[src/rtl/hex_display_pkg.sv]
// Shared constants for the hex 7-segment display driver: field width, blank code
// and the active-low nibble-to-segment table (bit0=a .. bit6=g).
package hex_display_pkg;

  localparam int unsigned SEG_W  = 7;
  localparam int unsigned NIB_W  = 4;
  localparam int unsigned NUM_HEX = 16;

  localparam logic [SEG_W-1:0] SEG_BLANK = 7'h7F;

  // Entry n is the active-low pattern for hex digit n (entry 0 is the rightmost).
  localparam logic [NUM_HEX-1:0][SEG_W-1:0] SEG_TABLE = {
    7'h0E, 7'h06, 7'h21, 7'h46, 7'h03, 7'h08, 7'h10, 7'h00,
    7'h78, 7'h02, 7'h12, 7'h19, 7'h30, 7'h24, 7'h79, 7'h40
  };

  function automatic logic [SEG_W-1:0] seg_lookup(input logic [NIB_W-1:0] nib);
    return SEG_TABLE[nib];
  endfunction

endpackage

[src/rtl/hex_seg_rom.sv]
// Combinational nibble-to-segment decoder, one instance per displayed digit.
module hex_seg_rom
  import hex_display_pkg::*;
(
  input  logic [NIB_W-1:0] nibble,
  output logic [SEG_W-1:0] seg_c
);

  always_comb begin
    seg_c = seg_lookup(nibble);
  end

endmodule

[src/rtl/hex_display_driver.sv]
// Multi-digit 7-segment driver: latched value with enable, leading-zero blanking and
// blink, presented as a parallel segment bus and as a scanned single-digit output.
module hex_display_driver
  import hex_display_pkg::*;
#(
  parameter int unsigned NUM_DIGITS = 6,
  parameter int unsigned BLINK_DIV  = 25000000,
  parameter int unsigned SCAN_DIV   = 50000
) (
  input  logic                        clk,
  input  logic                        resetn,
  input  logic                        load,
  input  logic [4*NUM_DIGITS-1:0]     value,
  input  logic [NUM_DIGITS-1:0]       digit_en,
  input  logic [NUM_DIGITS-1:0]       blink_mask,
  input  logic                        blank_lz,
  output logic [7*NUM_DIGITS-1:0]     seg_n,
  output logic [6:0]                  scan_seg_n,
  output logic [NUM_DIGITS-1:0]       scan_sel_n,
  output logic                        blink_phase
);

  localparam int unsigned VAL_W     = NIB_W * NUM_DIGITS;
  localparam int unsigned SEG_BUS_W = SEG_W * NUM_DIGITS;
  localparam int unsigned BLINK_CW  = (BLINK_DIV > 1) ? $clog2(BLINK_DIV) : 1;
  localparam int unsigned SCAN_CW   = (SCAN_DIV > 1) ? $clog2(SCAN_DIV) : 1;
  localparam int unsigned IDX_W     = (NUM_DIGITS > 1) ? $clog2(NUM_DIGITS) : 1;

  logic [VAL_W-1:0]      val_q;
  logic [NUM_DIGITS-1:0] en_q;
  logic [NUM_DIGITS-1:0] blink_q;
  logic                  lz_q;

  logic [BLINK_CW-1:0]   blink_cnt;
  logic [SCAN_CW-1:0]    scan_cnt;
  logic [IDX_W-1:0]      scan_idx;

  logic [SEG_W-1:0]      rom_seg [NUM_DIGITS];
  logic [NUM_DIGITS-1:0] upper_nz;
  logic [NUM_DIGITS-1:0] blank_c;
  logic [SEG_BUS_W-1:0]  next_seg_c;
  logic [SEG_W-1:0]      scan_field_c;
  logic [NUM_DIGITS-1:0] scan_sel_c;

  // Display settings are captured together on a load strobe.
  always_ff @(posedge clk or negedge resetn) begin
    if (!resetn) begin
      val_q   <= '0;
      en_q    <= '0;
      blink_q <= '0;
      lz_q    <= 1'b0;
    end else if (load) begin
      val_q   <= value;
      en_q    <= digit_en;
      blink_q <= blink_mask;
      lz_q    <= blank_lz;
    end
  end

  // Free-running blink timebase; phase flips each time the counter wraps.
  always_ff @(posedge clk or negedge resetn) begin
    if (!resetn) begin
      blink_cnt   <= '0;
      blink_phase <= 1'b0;
    end else if (blink_cnt == BLINK_CW'(BLINK_DIV - 1)) begin
      blink_cnt   <= '0;
      blink_phase <= ~blink_phase;
    end else begin
      blink_cnt   <= blink_cnt + BLINK_CW'(1);
    end
  end

  // Scan timebase: each digit is held for SCAN_DIV cycles.
  always_ff @(posedge clk or negedge resetn) begin
    if (!resetn) begin
      scan_cnt <= '0;
      scan_idx <= '0;
    end else if (scan_cnt == SCAN_CW'(SCAN_DIV - 1)) begin
      scan_cnt <= '0;
      if (scan_idx == IDX_W'(NUM_DIGITS - 1)) begin
        scan_idx <= '0;
      end else begin
        scan_idx <= scan_idx + IDX_W'(1);
      end
    end else begin
      scan_cnt <= scan_cnt + SCAN_CW'(1);
    end
  end

  // upper_nz[i]: some nibble at position i or above is non-zero.
  for (genvar g = 0; g < NUM_DIGITS; g++) begin : g_digit
    hex_seg_rom u_rom (
      .nibble (val_q[NIB_W*g +: NIB_W]),
      .seg_c  (rom_seg[g])
    );
    assign upper_nz[g] = |val_q[VAL_W-1:NIB_W*g];
  end

  always_comb begin
    blank_c = '0;
    for (int i = 0; i < NUM_DIGITS; i++) begin
      blank_c[i] = !en_q[i]
                 || (blink_q[i] && blink_phase)
                 || (lz_q && (i != 0) && !upper_nz[i]);
    end
  end

  always_comb begin
    next_seg_c = '1;
    for (int i = 0; i < NUM_DIGITS; i++) begin
      next_seg_c[SEG_W*i +: SEG_W] = blank_c[i] ? SEG_BLANK : rom_seg[i];
    end
  end

  // Select and data come from the same index so they switch on the same edge.
  always_comb begin
    scan_field_c = SEG_BLANK;
    scan_sel_c   = '1;
    for (int i = 0; i < NUM_DIGITS; i++) begin
      if (scan_idx == IDX_W'(i)) begin
        scan_field_c  = next_seg_c[SEG_W*i +: SEG_W];
        scan_sel_c[i] = 1'b0;
      end
    end
  end

  always_ff @(posedge clk or negedge resetn) begin
    if (!resetn) begin
      seg_n      <= '1;
      scan_seg_n <= SEG_BLANK;
      scan_sel_n <= '1;
    end else begin
      seg_n      <= next_seg_c;
      scan_seg_n <= scan_field_c;
      scan_sel_n <= scan_sel_c;
    end
  end

endmodule

[config.mk]
export PLATFORM = sky130hd
export DESIGN_NAME = hex_display_driver
export DESIGN_NICKNAME = d
export VERILOG_FILES = /design/src/rtl/hex_display_pkg.sv /design/src/rtl/hex_seg_rom.sv /design/src/rtl/hex_display_driver.sv
export SDC_FILE = /design/constraint.sdc
export NUM_CORES = 1
export LEC_CHECK = 0
export ABC_CLOCK_PERIOD_IN_PS = 2550
export CAP_MARGIN = 20
export CORE_MARGIN = 3
export CORE_UTILIZATION = 50
export DETAILED_ROUTE_END_ITERATION = 8
export PLACE_DENSITY_LB_ADDON = 0.1
export SETUP_SLACK_MARGIN = 0.5
export SLEW_MARGIN = 20
export SYNTH_ARGS = -nofsm -noshare
export SYNTH_HDL_FRONTEND = slang
export SYNTH_HIERARCHICAL = 1
export SYNTH_SLANG_ARGS = --single-unit
[constraint.sdc]
create_clock -name clk -period 2.55 [get_ports clk]
set_input_delay 0.51 -clock clk [delete_from_list [all_inputs] [get_ports clk]]
set_output_delay 0.51 -clock clk [all_outputs]
set_load 0.05 [all_outputs]
### Word level (Yosys, flattened, before mapping)

Memories as Yosys holds them, arrays and structs flattened.
Cells that the tools add are included.

* add/subtract/negate cells: 3
* multiply operators: 0
* divide/modulo/power cells: 0
* order comparisons: 6
* equal/unequal tests: 7
* shifts and indexed selects: 0
* multiplexer cells: 27
* bitwise operators: 1
* reductions and logical operators: 39

Operator list (count)
* $mux 7: 18
* $lt 4x5->1 const B: 6
* $add 25x1->25 const B: 1
* $eq 25x25->1 const B: 1
* $mux 25: 1
* $reduce_or 20->1: 1
* $add 16x1->16 const B: 1
* $eq 16x16->1 const B: 1
* $mux 16: 1
* $reduce_or 16->1: 1
* $reduce_or 12->1: 1
* $logic_and 1x1->1: 11
* $logic_not 1->1: 11
* $logic_or 1x1->1: 11
* $reduce_or 8->1: 1
* $eq 3x2->1 const B: 2
* $eq 3x3->1 const B: 2
* $mux 1: 6
* $reduce_or 4->1: 1
* $add 3x1->3 const B: 1
* $eq 3x1->1 const B: 1
* $logic_not 3->1: 1
* $mux 3: 1
* $not 1->1: 1

* bits in registers: 137
* latch bits: 0
* RAM bits: 0
* bits in read-only memories: 672
* input bits: 40
* output and inout port bits: 56
* logic and storage cells: 100
* memories: 6

Memories
* (no name shown): words 16, bits a word 7, rd ports 1, clocked after Yosys merged registers in 0, write ports 0, RTL line hex_display_pkg.sv:18 `return SEG_TABLE[nib];`
* (no name shown): words 16, bits a word 7, rd ports 1, clocked after Yosys merged registers in 0, write ports 0, RTL line hex_display_pkg.sv:18
* (no name shown): words 16, bits a word 7, rd ports 1, clocked after Yosys merged registers in 0, write ports 0, RTL line hex_display_pkg.sv:18
* (no name shown): words 16, bits a word 7, rd ports 1, clocked after Yosys merged registers in 0, write ports 0, RTL line hex_display_pkg.sv:18
* (no name shown): words 16, bits a word 7, rd ports 1, clocked after Yosys merged registers in 0, write ports 0, RTL line hex_display_pkg.sv:18
* (no name shown): words 16, bits a word 7, rd ports 1, clocked after Yosys merged registers in 0, write ports 0, RTL line hex_display_pkg.sv:18

### Logic depth before layout (Yosys ltp)

Gate-level depths: netlist of the first run.

* depth after elaboration: 10
* depth in mapped cells: 9

### Modules after synthesis

The synthesis of the first run kept the hierarchy.

Modules (own cells, without submodules)
* hex_display_driver: instances 1, cells an instance 456, area an instance 5666.7 µm²
* hex_seg_rom: instances 6, cells an instance 32, area an instance 275.3 µm²

### Worst setup path after synthesis of the first run

No wires, ideal clock.

* path type: reg-to-reg
* start: register val_q[0]
* end: register scan_seg_n[3]
* library setup time: 91 ps
* arrival: 1978 ps
* setup slack: 481 ps
* stages on the path, launching flop included: 9
* buffers on the path: 0
* cells stage by stage: dfrtp_1 > inv_1 > ha_1 > inv_1 > mux4_1 > or2_2 > nor2b_1 > o32ai_1 > a211oi_2

RTL lines
* start, declared: RTL line hex_display_driver.sv:29 `logic [VAL_W-1:0] val_q;`
* start signal, assigned: RTL line hex_display_driver.sv:53 `val_q <= value;`
* end signal, assigned: RTL line hex_display_driver.sv:134 `scan_seg_n <= scan_field_c;`
* end, declared: RTL line hex_display_driver.sv:18 `output logic [6:0] scan_seg_n,`

### Final worst setup path of the first run

* start: register val_q[22]
* end: register scan_seg_n[4]

* cells in the longest elaborated chain, start to end: 10

Ends and longest elaborated chain
* $reduce_or 20->1: RTL line hex_display_driver.sv:96 `assign upper_nz[g] = |val_q[VAL_W-1:NIB_W*g];`
* $logic_not 1->1: RTL line hex_display_driver.sv:104 `|| (lz_q && (i != 0) && !upper_nz[i]);`
* $logic_and 1x1->1: RTL line hex_display_driver.sv:104
* $logic_or 1x1->1: RTL line hex_display_driver.sv:104
* $mux 7: RTL line hex_display_driver.sv:111 `next_seg_c[SEG_W*i +: SEG_W] = blank_c[i] ? SEG_BLANK : rom_seg[i];`
* $mux 7 (4 in a row): RTL line hex_display_driver.sv:120 `if (scan_idx == IDX_W'(i)) begin`
* $mux 7 *: RTL line hex_display_driver.sv:120
* via scan_field_c[4]: RTL line hex_display_driver.sv:42 `logic [SEG_W-1:0] scan_field_c;`

The timed path passes the listed nets; every way through them passes the cells marked *. The select of a mux whose other input is x is not followed.
A chain may end at the register's enable or synchronous reset.

==> impl_results.md, run 1 <==
* Outcome: finished, final reports clean
* Startpoint types: register
* Final setup skew at about 0.0083 ns
* Peak VDD IR at 0.5014 mV
* Final worst-path cycle share at 0.8246
* Post-synth EDFFs at 0
* Vias at approximately 5,400
* Number of buffers added on ports at 95
* Number of core rows at 43
* Die X at between 100 and 150 um
* Die ar. at ~16,000 sq um
* Initial core utilization at 0.5192
* # DRC at 0
* RSZ-0062 raised after global routing: yes
* Syn nets at approximately 730
* TritonRoute pass-1 iters at 5
* Hold-fix buffers, CTS at 0
* Synth top area share at 0.2804
* Final Max Slew Viols at 0
* Fin. Hold Viols at 0
* ANT nets after route at 0
* Via density per instance at between 5 and 6
* Layout Utilization at 0.6669
* Setup TNS after final layout at 0 ns
* Crit path capture type: register
* CP max stage cell: dfrtp_2
* Post-synth top area cell: dfrtp_1
* Share of cells above drive strength 1 at 0.3287
* Vias in the first global route at 5,388
* Cell Chain, Critical Path: nor4_4, nand4_2, or2_4, o211ai_4, buf_4, o32ai_1, a211oi_2
* Crit-path max cell delay at ~0.46 ns
* Final nets at ~870
* Largest cells by area after synthesis: dfrtp_1 28%, dfstp_2 20%, ha_1 7.7%
* Worst Tran Pin Value at 0.5649 ns
* Global Route Usage Sum at 0.2159
* Yosys warns at 6
* Core Area at 14,100 sq um
* Leak pwr at about 4.2 nW
* Clk root buf: clkbuf_16
* Placer Congestion at approximately 0.94
* Synthesized area at about 7300 sq um
* Post-synth ARST share at 1.000
* 1st-iter DRT viols at 286
* Longest Clk Path Bufs at 2
* Synthesized flop and latch total at between 100 and 150
* Max-Cap Viols at 0
* R2R cell count at 7
* Per-cell routed wire length at ~18 um
* Endpoints failing setup at 0
* Largest net degree at the start of global routing at 55
* First-pass GRT wire length at 27,400 um
* Seq/Total Area, Yosys at 0.4779
* Fmax at between 0.4 and 0.5 GHz
* Clk_lat worst skew at around 0.42 ns
* Power per cell area at roughly 700 nW/um^2
* Layout area overhead at 28.45%
* Hold crit path type: in -> async
* Global route overflow at 0
* Post-synthesis area per instance at ~11 sq um
* CTS tree: yes
* CTS clk-pin slew, worst paths at roughly 0.060 ns
* Initial antenna violation count at 0
* Synth Instances at around 650
* Final HPWL DP at 12,390 um
* Number of distinct library cells after synthesis at 53
* Clock Sinks at about 140
* H-tree Lvls at 4
* Worst EP arrival at about 2.4 ns
* Inserted Diodes at 0
* Max_slew headroom at 0.6248
* Num ports at 96
* Crit path kind: reg -> reg
* Post-Route WL at about 17,000 um
* Die Height at 127.0 um
* WP data required at slightly below 3 ns
* Dominant synthesized flop cell: dfrtp_1
* TritonCTS Buffers at 17
* Min Tclk post-route at 2.103 ns
* Worst Path Max Fanout at 5
[routing by layer]
layer  share of wire  GRT usage
met1            0.43     0.2820
met2            0.49     0.3478
met3           0.046    0.05602
met4           0.028    0.08202
met5               0          0
[worst max-delay path: cells and delay by family (launching register included)]
kind	cells	cell delay, ns
flip-flops	1	0.46
AO/OA/AOI/OAI	3	0.57
AND/OR/NAND/NOR	3	0.82
buffers and inverters	1	0.17
[placed cells by master, fill, tap and decap left out, types with 18 or more instances in the layout]
cell type / instances
nor2_1: 70
buf_4: 42
mux2_2: 44
inv_1: 19
dfrtp_1: 68
clkdlybuf4s50_1: 38
xor2_1: 24
nand3_1: 18
dfstp_2: 55
clkbuf_16: 19
nand2_1: 33
or2_2: 35
dlygate4sd2_1: 52
mux2i_1: 24
ha_1: 44
[cell usage after synthesis (2+ instances only)]
cell      instances
nand2_1          33
a211oi_1          4
o31ai_1           6
dfrtp_1          82
or4_1             2
or2_2            37
nand4_1          10
nand2b_1          7
and2b_2           6
and3_1            5
nor2_1           71
and2_1            2
or3_1             4
o21ai_0          16
or3b_1            6
mux2i_1          24
xor2_1           24
nor3b_1           2
inv_1            24
mux2_2           44
dfstp_2          55
a32o_1            6
a22o_1           13
nor2b_1           9
nand3_1          20
a21oi_1           7
xnor2_1          11
o22ai_1           6
buf_2             7
o211a_1           2
nor3_1            7
ha_1             45
o32ai_1           6
a21o_1            2
a211oi_2          2
buf_6             7
clkbuf_1         12
and4_1            2
mux4_1            6
[state kept, by name, summed over array words and instances, names as in the netlist]
register / flops
en_q: 6
seg_n: 42
scan_idx: 3
scan_cnt: 16
scan_sel_n: 6
blink_cnt: 25
blink_q: 6
scan_seg_n: 7
val_q: 24
blink_phase: 1
lz_q: 1
[power by group]
group          switching [W]  total, W  internal (W)
Combinational       0.000956   0.00156      0.000608
Sequential          0.000147   0.00259       0.00244
Clock               0.000912   0.00250       0.00159
Total                0.00202   0.00666       0.00464
[metrics by stage]
stage | power [W] | cells | hold WS (ns) | instance area [sq um] | worst slack [ns]
6_report | 0.006660 | 974 | 0.07042 | 9400 | 0.4474
5_1_grt | 0.006912 | 974 | 0.09284 | 9400 | 0.3758
4_1_cts | 0.006616 | 953 | 0.07939 | 9134 | 0.3922
3_5_place_dp | 0.004150 | 910 | 0.4835 | 8468 | 0.2837
3_3_place_gp | 0.004118 | 910 | 0.4686 | 8468 | 0.4048
2_1_floorplan | 0.003628 | 648 | 0.2144 | 7318 | 0.5094
[cell families after synthesis]
family                   synth area share
buffers and inverters             0.03402
AO/OA/AOI/OAI                     0.07642
XOR/XNOR                          0.04189
multiplexers                       0.1221
adder cells (fa/ha/maj)           0.07694
flip-flops                         0.4779
AND/OR/NAND/NOR                    0.1708
[final timing paths]
kind,start,to,slack [ns]
setup / recovery,val_q[22],scan_seg_n[4],0.45
hold / removal,resetn,scan_cnt[11],0.07
setup reg to reg,val_q[22],scan_seg_n[4],0.45
hold reg to reg,scan_cnt[0],scan_cnt[0],0.49
max in group asynchronous,resetn,seg_n[21],1.76
min in group clk,scan_cnt[0],scan_cnt[0],0.49
[area by class of cell]
class                      instances  area (sq um)
clock buffer                      28         559.3
clock inverter                     4         50.05
fill                            1080          4696
inverter                          24         92.59
multi-input combinational        461          3701
sequential                       137          3515
tap                              180         225.2
timing repair buffer             140          1257
[repair_timing]
| action | CTS | global route |
|---|---|---|
| setup buffers | 11 | 21 |
| pin swaps | 6 | 10 |
| resized for setup | 72 | 35 |
| gates cloned | 0 | 0 |
| endpoints found under the setup margin | 63 | 28 |
Note: power is estimated with default switching activity, not from simulation.
==> run 2, diff against run 1 <==
Settings changed: ABC_CLOCK_PERIOD_IN_PS 2550 to 1930.
Clock period 2.55 ns to 1.93 ns, I/O delays scaled along.
==> run 2 against run 1 <==
Effect of this change:
- the run now ends with setup timing left
- total power up 47%
- non-clock buffer count up 84
- sequential power up 34%
- critical path type unchanged
- critical endpoint is now scan_seg_n[6]
- largest cell class unchanged
- highest routed layer unchanged
==> impl_results.md, run 2 (synthesized netlist as in run 1, its figures left out) <==
* Final setup margin at -0.1120 ns (was 0.4474 ns)
* Crit path kind: reg -> reg (unchanged)
* Global route overflow at 0 (unchanged)
* Worst EP arrival at 2.37 ns (was 2.44 ns)
* Cell Chain, Critical Path: or4_4, or2_4, o211ai_4, buf_12, o32ai_4, a211oi_2 (was nor4_4, nand4_2, or2_4, o211ai_4, buf_4, o32ai_1, a211oi_2)
* Share of cells above drive strength 1 at 0.5979 (was 0.3287)
* Peak VDD IR at 0.7060 mV (was 0.5014 mV)
* Endpoints failing setup at 14 (was 0)
* CTS tree: yes (unchanged)
* Worst Tran Pin Value at 0.4425 ns (was 0.5649 ns)
* Vias in the first global route at 6,114 (was 5,388)
* Largest register FFs at 42 (unchanged)
* Number of buffers added on ports at 95 (unchanged)
* TritonCTS Buffers at 17 (unchanged)
* 1st-iter DRT viols at 310 (was 286)
* Vias at 5,875 (was 5,378)
* Num ports at 96 (unchanged)
* Fin. Hold Viols at 0 (unchanged)
* Most frequent cells in the layout: 79 x buf_4, 64 x dfrtp_1, 59 x buf_8 (was 70 x nor2_1, 68 x dfrtp_1, 55 x dfstp_2)
* WP data required at 2.26 ns (was 2.89 ns)
* Final Max Slew Viols at 0 (unchanged)
* Crit-path max cell delay at 0.53 ns (was 0.46 ns)
* Failing checks: setup timing
* Placer Congestion at 0.8882 (was 0.9390)
* Number of core rows at 43 (unchanged)
* Largest net degree at the start of global routing at 56 (was 55)
* Min Tclk post-route at 2.042 ns (was 2.103 ns)
* Post-Route WL at 21,000 um (was 17,450 um)
* Biggest regs: seg_n x42, blink_cnt x25, val_q x24 (unchanged)
* CP max stage cell: or4_4 (was dfrtp_2)
* CTS clk-pin slew, worst paths at 0.06 ns (about the same)
* H-tree Lvls at 4 (unchanged)
* Post-Place Cells at 949 (was 910)
* Die Height at 127.0 um (unchanged)
* Final worst-path cycle share at 1.058 (was 0.8246)
* Crit path capture type: register (unchanged)
* Clock Sinks at 137 (unchanged)
* Outcome: finished with violations (was finished, final reports clean)
* Clk root buf: clkbuf_16 (unchanged)
* Startpoint types: register (unchanged)
* Initial antenna violation count at 0 (unchanged)
* Final Total Pwr at 0.009799 W (was 0.006660 W)
* Global Route Usage Sum at 0.2558 (was 0.2159)
* Leak pwr at 5.121 nW (was 4.213 nW)
* Worst Path Max Fanout at 7 (was 5)
* Via density per instance at 5.553 (was 5.522)
* TritonRoute pass-1 iters at 5 (unchanged)
* Fmax at 0.4897 GHz (was 0.4756 GHz)
* Per-cell routed wire length at 19.84 um (was 17.91 um)
* Inserted Diodes at 0 (unchanged)
* Layout Utilization at 0.8186 (was 0.6669)
* Final nets at 950 (was 866)
* RSZ-0062 raised after global routing: yes (unchanged)
* Final HPWL DP at 12,590 um (was 12,390 um)
* Hold slack at 0.3258 ns (was 0.07042 ns)
* Clk_lat worst skew at 0.43 ns (was 0.42 ns)
* # DRC at 0 (unchanged)
* Power per cell area at 849.3 nW/um^2 (was 708.5 nW/um^2)
* Max-Cap Viols at 0 (unchanged)
* Layout area overhead at 57.67% (was 28.45%)
* Pre-CTS setup slack at -0.1271 ns (was 0.2837 ns)
* Die X at 127.0 um (unchanged)
* ANT nets after route at 0 (unchanged)
* First-pass GRT wire length at 32,440 um (was 27,400 um)
* Hold crit path type: in -> async (unchanged)
* Longest Clk Path Bufs at 2 (unchanged)
* Most flop-heavy register: seg_n (unchanged)
* Non-filler cells, final at 1,058 (was 974)
* Die ar. at 16,120 sq um (unchanged)
* Core Area at 14,100 sq um (unchanged)
* Max_slew headroom at 0.7019 (was 0.6248)
* Initial core utilization at 0.5192 (unchanged)
* Final setup skew at 0.008375 ns (was 0.008319 ns)
* Commonest non-fill, non-tap cell in the layout: buf_4 (was nor2_1)
## run 2: cell types whose count changed in the layout (fill, tap and decap cells not counted), moves of 9 or more
cell and change:
buf_6 +40, o21ai_0 -12, dlygate4sd2_1 -52, or2_2 -25, buf_4 +37, nor2_4 +17, inv_1 -12, buf_8 +59
ha_1 -23, or2_4 +25, nor2_1 -21, nand2_1 -9, ha_4 +21
## run 2: final timing paths
kind | startpoint | end | slack [ns] | cells past startpoint
max | val_q[8] | scan_seg_n[6] | -0.11 | 6
min | resetn | scan_cnt[7] | 0.33 | 2
max reg2reg | val_q[8] | scan_seg_n[6] | -0.11 | 6
min reg2reg | scan_cnt[12] | scan_cnt[12] | 0.51 | 1
max in group asynchronous | resetn | seg_n[26] | 0.94 | 3
min in group clk | scan_cnt[12] | scan_cnt[12] | 0.51 | 1
## run 2: metrics by stage
step           area, sq um  TNS [ns]
2_1_floorplan         7565         0
3_3_place_gp          8825   -0.8837
3_5_place_dp          8825   -0.6127
4_1_cts              10990   -0.8304
5_1_grt              11540    -1.712
6_report             11540   -0.7115
## run 2: metal layers
layer  global-route usage  share of wire
met1               0.3083           0.39
met2               0.4486           0.54
met3              0.05602          0.038
met4              0.09779          0.025
met5                    0              0
## run 2: final cells by class
cell class	count	area, sq um
sequential	137	3520
clock inverter	7	112.6
tap	180	225.2
inverter	24	115.1
clock buffer	25	515.5
multi-input combinational	461	4599
timing repair buffer	224	2451
fill	769	2557
## run 2: worst max-delay path: cells and delay by family, from the launching register on
family	cells	cell delay [ns]
flip-flops	1	0.45
buffers and inverters	1	0.16
AO/OA/AOI/OAI	3	0.53
AND/OR/NAND/NOR	2	0.81
## run 2: what timing repair did
item                       CTS  global route
hold endpoints to repair     4             0
pin swaps                   62            43
setup endpoints to repair  138           143
hold buffers                 1             0
gates resized for setup    284            85
buffers inserted            55            21
## run 2: where the power goes
part | total, W | internal (W) | switching [W]
Combinational | 0.00290 | 0.00141 | 0.00149
Sequential | 0.00346 | 0.00324 | 0.000219
Clock | 0.00344 | 0.00223 | 0.00121
